<file path="config.mk">
export PLATFORM = sky130hd
export DESIGN_NAME = bidir_bus_arbiter
export DESIGN_NICKNAME = d
export VERILOG_FILES = /design/src/rtl/bus_arb_pkg.sv /design/src/rtl/rr_picker.sv /design/src/rtl/bidir_bus_arbiter.sv
export SDC_FILE = /design/constraint.sdc
export NUM_CORES = 1
export LEC_CHECK = 0
export CORE_MARGIN = 10
export CORE_UTILIZATION = 40
export CTS_CLUSTER_DIAMETER = 30
export DETAILED_ROUTE_END_ITERATION = 8
export HOLD_SLACK_MARGIN = 0.08
export SYNTH_ARGS = -nofsm -noshare
export SYNTH_HDL_FRONTEND = slang
export SYNTH_SLANG_ARGS = --single-unit
</file>
<file path="constraint.sdc">
create_clock -name CK -period 3.4 [get_ports CK]
set_input_delay 0.85 -clock CK [delete_from_list [all_inputs] [get_ports CK]]
set_output_delay 0.85 -clock CK [all_outputs]
set_load 0.005 [all_outputs]
</file>
<file path="src/rtl/bus_arb_pkg.sv">
// ============================================================================
// Module : bus_arb_pkg
// Brief  : Shared types and helpers for the bidirectional bus arbiter.
// Rev    : 1.0  initial release
// ============================================================================
`default_nettype none

package bus_arb_pkg;

  localparam int c_n_max = 8;

  typedef enum logic [1:0] {
    IDLE  = 2'd0,
    SETUP = 2'd1,
    XFER  = 2'd2,
    TURN  = 2'd3
  } arb_state_t;

  // One spare bit so the counter can hold BEATS-1 without wrapping.
  function automatic int beat_cnt_w(input int beats);
    return $clog2(beats) + 1;
  endfunction

  function automatic int onehot_idx(input logic [c_n_max-1:0] v);
    int idx;
    idx = 0;
    for (int i = 0; i < c_n_max; i++) begin
      if (v[i]) idx = i;
    end
    return idx;
  endfunction

endpackage

`default_nettype wire

</file>
<file path="src/rtl/rr_picker.sv">
// ============================================================================
// Module : rr_picker
// Brief  : Combinational round-robin search; first request at or after ptr.
// Rev    : 1.0  initial release
// ============================================================================
`default_nettype none

module rr_picker #(
  parameter int N  = 4,
  parameter int PW = 2
) (
  input  logic [N-1:0]  req,
  input  logic [PW-1:0] ptr,
  output logic [N-1:0]  win,
  output logic          valid
);

  always_comb begin : p_pick
    int            k;
    logic [PW-1:0] slot;
    k     = 0;
    slot  = '0;
    win   = '0;
    valid = 1'b0;
    for (int off = 0; off < N; off++) begin
      k = int'(ptr) + off;
      if (k >= N) k = k - N;
      slot = PW'(k);
      if (!valid && req[slot]) begin
        win[slot] = 1'b1;
        valid     = 1'b1;
      end
    end
  end

endmodule

`default_nettype wire

</file>
<file path="src/rtl/bidir_bus_arbiter.sv">
// ============================================================================
// Module : bidir_bus_arbiter
// Brief  : Round-robin owner sequencing of a shared tristate bus with a dead
//          turnaround cycle between owners. Optional macro BUS_LOCK_EN adds
//          a per-requester lock input that lets the owner keep the bus.
// Rev    : 1.0  initial release
// ============================================================================
`default_nettype none

module bidir_bus_arbiter
  import bus_arb_pkg::*;
#(
  parameter int N     = 4,
  parameter int BEATS = 4
) (
  input  logic         CK,
  input  logic         CLR,
`ifdef BUS_LOCK_EN
  input  logic [N-1:0] lock,
`endif
  input  logic [N-1:0] req,
  input  logic [N-1:0] dir,
  output logic [N-1:0] gnt,
  output logic [N-1:0] drv_en,
  output logic         reg_oe,
  output logic         reg_we,
  output logic         busy
);

  localparam int c_pw = (N > 1) ? $clog2(N) : 1;
  localparam int c_cw = beat_cnt_w(BEATS);

  arb_state_t        r_state, w_state_n;
  logic [N-1:0]      r_win, w_win_n;
  logic              r_dirl, w_dirl_n;
  logic [c_pw-1:0]   r_ptr, w_ptr_n;
  logic [c_cw-1:0]   r_cnt, w_cnt_n;
`ifdef BUS_LOCK_EN
  logic              r_relock, w_relock_n;
`endif

  logic [N-1:0]      w_pick;
  logic              w_valid;
  logic [c_pw-1:0]   w_pick_idx;
  logic [c_pw-1:0]   w_ptr_adv;
  logic              w_pick_dir;
  logic              w_own_req;
  logic              w_active_n;
  logic [N-1:0]      w_gnt_n, w_drv_n;
  logic              w_oe_n, w_we_n;

  rr_picker #(
    .N  (N),
    .PW (c_pw)
  ) u_picker (
    .req   (req),
    .ptr   (r_ptr),
    .win   (w_pick),
    .valid (w_valid)
  );

  assign w_pick_idx = c_pw'(onehot_idx(c_n_max'(w_pick)));
  assign w_ptr_adv  = (w_pick_idx == c_pw'(N - 1)) ? '0 : w_pick_idx + 1'b1;
  assign w_pick_dir = |(dir & w_pick);
  assign w_own_req  = |(req & r_win);

  always_comb begin : p_next
    w_state_n  = r_state;
    w_win_n    = r_win;
    w_dirl_n   = r_dirl;
    w_ptr_n    = r_ptr;
    w_cnt_n    = r_cnt;
`ifdef BUS_LOCK_EN
    w_relock_n = r_relock;
`endif
    case (r_state)
      IDLE: begin
        if (w_valid) begin
          w_state_n = SETUP;
          w_win_n   = w_pick;
          w_dirl_n  = w_pick_dir;
          w_ptr_n   = w_ptr_adv;
        end
      end
      SETUP: begin
        if (!w_own_req) begin
          w_state_n = TURN;
        end else begin
          w_state_n = XFER;
          w_cnt_n   = '0;
        end
      end
      XFER: begin
        if (!w_own_req || (r_cnt == c_cw'(BEATS - 1))) begin
          w_state_n  = TURN;
`ifdef BUS_LOCK_EN
          w_relock_n = |(lock & r_win);
`endif
        end else begin
          w_cnt_n = r_cnt + 1'b1;
        end
      end
      TURN: begin
`ifdef BUS_LOCK_EN
        w_relock_n = 1'b0;
        if (r_relock && w_own_req) begin
          // Locked owner keeps the bus; pointer stays where it was.
          w_state_n = SETUP;
          w_dirl_n  = |(dir & r_win);
        end else
`endif
        if (w_valid) begin
          w_state_n = SETUP;
          w_win_n   = w_pick;
          w_dirl_n  = w_pick_dir;
          w_ptr_n   = w_ptr_adv;
        end else begin
          w_state_n = IDLE;
        end
      end
      default: w_state_n = IDLE;
    endcase

    // Outputs are registered from the next state so they line up with it.
    w_active_n = (w_state_n == SETUP) || (w_state_n == XFER);
    w_gnt_n    = w_active_n ? w_win_n : '0;
    w_drv_n    = (w_active_n && w_dirl_n) ? w_win_n : '0;
    w_oe_n     = w_active_n && !w_dirl_n;
    w_we_n     = (w_state_n == XFER) && w_dirl_n;
  end

  always_ff @(posedge CK or negedge CLR) begin
    if (!CLR) begin
      r_state  <= IDLE;
      r_win    <= '0;
      r_dirl   <= 1'b0;
      r_ptr    <= '0;
      r_cnt    <= '0;
`ifdef BUS_LOCK_EN
      r_relock <= 1'b0;
`endif
      gnt      <= '0;
      drv_en   <= '0;
      reg_oe   <= 1'b0;
      reg_we   <= 1'b0;
    end else begin
      r_state  <= w_state_n;
      r_win    <= w_win_n;
      r_dirl   <= w_dirl_n;
      r_ptr    <= w_ptr_n;
      r_cnt    <= w_cnt_n;
`ifdef BUS_LOCK_EN
      r_relock <= w_relock_n;
`endif
      gnt      <= w_gnt_n;
      drv_en   <= w_drv_n;
      reg_oe   <= w_oe_n;
      reg_we   <= w_we_n;
    end
  end

  assign busy = (r_state != IDLE);

endmodule

`default_nettype wire
</file>
==> impl_metrics.ini <==
[global_routing]
grt_pass1_vias = 1106
grt_pass1_wl_mm = 5.42
use_met1_pct = 13.4
use_met2_pct = 18.0
grt_antenna_before_repair = 0
grt_usage_pct = 10.7
grt-ovfl-total = 0
grtUsageMet3_pct = 2.42
grt_max_degree = 23
grt_most_used_layer = met2

[timing]
fmax_ghz = 0.327
period_share_pct = 89.9
grt_setup_unrepaired = no
worst_pin_slew_ns = 0.919
clock_skew_ns = 0.00113
report.final.slew_viol_count = 0
hold_violations = 0
relSlewSlack_pct = 38.5
setup_viol = 0
setup_tns_ns = 0
period_minus_slack_ns = 3.06
fin_ws_ns = 0.342

[clock_network]
cts_hold_buffers = 0
cts_tree = done
clock_path_buffers = 2
path_clk_slew_ns = 0.12
clock_sinks = 22
post_cts_buffers = 0
cts_root_buffer = clkbuf_4
worstSkewPairLatency_ns = 0.30
numCtsBuffers = 3
htree_levels = 1
cts_resized = 0

[synth]
synth_top_area_cell = dfrtp_1
synth-edff-count = 0
async_flop_share_pct = 100
synth_cells = 133
netlist_area_um2 = 1340
synth.distinct_cells = 41
dominantRegCellSynth = dfrtp_1
synth_top_area_share_pct = 41.0
synthesis.nets = 156
seq_area_frac_synth_pct = 41.0
synth.avg_cell_area_um2 = 10.1
yosys_warnings = 0
ys_ff_latch = 22
synthTopCellsByArea = dfrtp_1, ha_1, mux4_2

[worst_setup_path]
cp.arrival_ns = 3.30
crit-reg2reg-launch = r_ptr[0]$_DFFE_PN0P_
end_kind = register
startpoint_type = primary input
reg2reg_slack_ns = 0.52
r2r-end = reg_oe$_DFF_PN0_
rr_worst_depth = 8
path_max_fanout = 8
crit_required_ns = 3.64
crit_type = in -> reg

[power_and_ir_drop]
power-per-cell-area_nw_per_um2 = 1060
ir_worst_vdd_v = 0.000513
cellLeakagePower_nw = 0.773
finalPower_mw = 1.78

[detailed_routing]
drt_pass1_iterations = 4
final_antenna_net_count = 0
drt_wl_total_mm = 3.08
drc = 0
num_vias = 1081
detail_route.wl_per_cell_um = 15.1
avgViaCountPerCell = 5.30
first_iter_violations = 75

[floorplan]
dieArea_um2 = 6070
pin_count = 21
rows = 20
initial_utilization_pct = 42.9
fp.dieH_um = 77.9
fp.dieW_um = 77.9
coreArea_um2 = 3130

[hold_path]
min_path_cells = 2
hp-class = reg -> reg
holdPathEnd = r_cnt[2]$_DFFE_PN0P_
hold_start = r_cnt[2]$_DFFE_PN0P_

[placement]
portBuffers = 20
gp_congestion = 0.851
dpl.hpwl_mm = 2.43
dp_slack_ns = 0.0764

[finish]
area_growth_pct = 25.1
nNetsFinal = 184
fill_cells = 301
n_antenna_cell = 0
drive_gt1_share_pct = 10.0

[run_status]
outcome = complete, no violations

[run]
drv_cap = 0
## placed cells by master, fill, tap and decap left out, types with 2 or more instances in the layout
master / instances
a21oi_1: 7
a22o_1: 4
a22oi_1: 4
and3_1: 2
and3b_1: 2
buf_4: 5
clkbuf_4: 3
clkdlybuf4s50_1: 20
dfrtp_1: 22
ha_1: 13
inv_1: 13
mux4_2: 3
nand2_1: 10
nand3b_1: 3
nor2_1: 11
nor2b_1: 3
nor3_1: 4
nor4_1: 2
o21ai_0: 5
## cells by family after synthesis
logic type	synth area share (%)
buf+inv	4.29
compound gates	18.9
simple gates	17.8
flops	41.0
fa+ha+maj	12.1
mux	5.78
## state kept, by name, indices dropped and copies added, names as in the netlist
signal   cells
drv_en       4
r_state      2
reg_we       1
r_win        4
gnt          4
r_dirl       1
r_ptr        2
reg_oe       1
r_cnt        3
## synth_stat cells (2+ instances only)
library cell / number
inv_1: 13
a22o_1: 4
a22oi_1: 4
nor3_1: 4
nand3b_1: 3
ha_1: 13
nor4_1: 2
nor2_1: 11
a21oi_1: 7
dfrtp_1: 22
o21ai_0: 5
and3_1: 2
and3b_1: 2
nor2b_1: 3
mux4_2: 3
nand2_1: 10
## stage by stage
| stage | hold slack [ns] | instance area [µm²] | instances | utilization (%) |
|---|---|---|---|---|
| global placement | 0.475 | 1630 | 200 | 52.0 |
| global route | 0.564 | 1680 | 204 | 53.6 |
| detailed placement | 0.480 | 1630 | 200 | 52.0 |
| floorplan | 0.450 | 1340 | 133 | - |
| CTS | 0.508 | 1680 | 204 | 53.6 |
| finish | 0.505 | 1680 | 204 | 53.6 |
## where the power goes
part	total, mW	internal (mW)	switching (mW)
logic	1.11	0.505	0.609
registers	0.466	0.385	0.0805
clock network	0.195	0.119	0.0760
## worst max-delay path, cell delays in order
cell and delay, ns:
clkdlybuf4s50_1 0.54, mux4_2 0.56, and3b_1 0.20, o311a_1 0.34
o41ai_2 0.32, o2111a_2 0.33, nor2b_1 0.16
## cell type report
cell class	instances	area, µm²	share of cell area, %
Timing Repair Buffer	25	238	14.2
Inverter	13	48.8	2.91
Clock inverter	1	30.0	1.79
Multi-Input combinational cell	96	733	43.7
Sequential cell	22	551	32.8
Clock buffer	3	22.5	1.34
Tap cell	44	55.1	3.28
## per-layer routing
layer	vias to the layer above	wire, µm
li1	540	-
met1	522	1410
met2	17	1510
met3	2	137
met4	0	19
met5	-	0
## worst max-delay path by stage
stage	startpoint	to	slack, ns
floorplan	req[1]	reg_oe$_DFF_PN0_	0.79
global placement	req[3]	reg_oe$_DFF_PN0_	0.12
detailed placement	req[3]	drv_en[1]$_DFF_PN0_	0.08
CTS	req[3]	reg_oe$_DFF_PN0_	0.38
global route	req[3]	reg_oe$_DFF_PN0_	0.23
finish	req[3]	reg_oe$_DFF_PN0_	0.34
(Power assumes the default switching activity.)
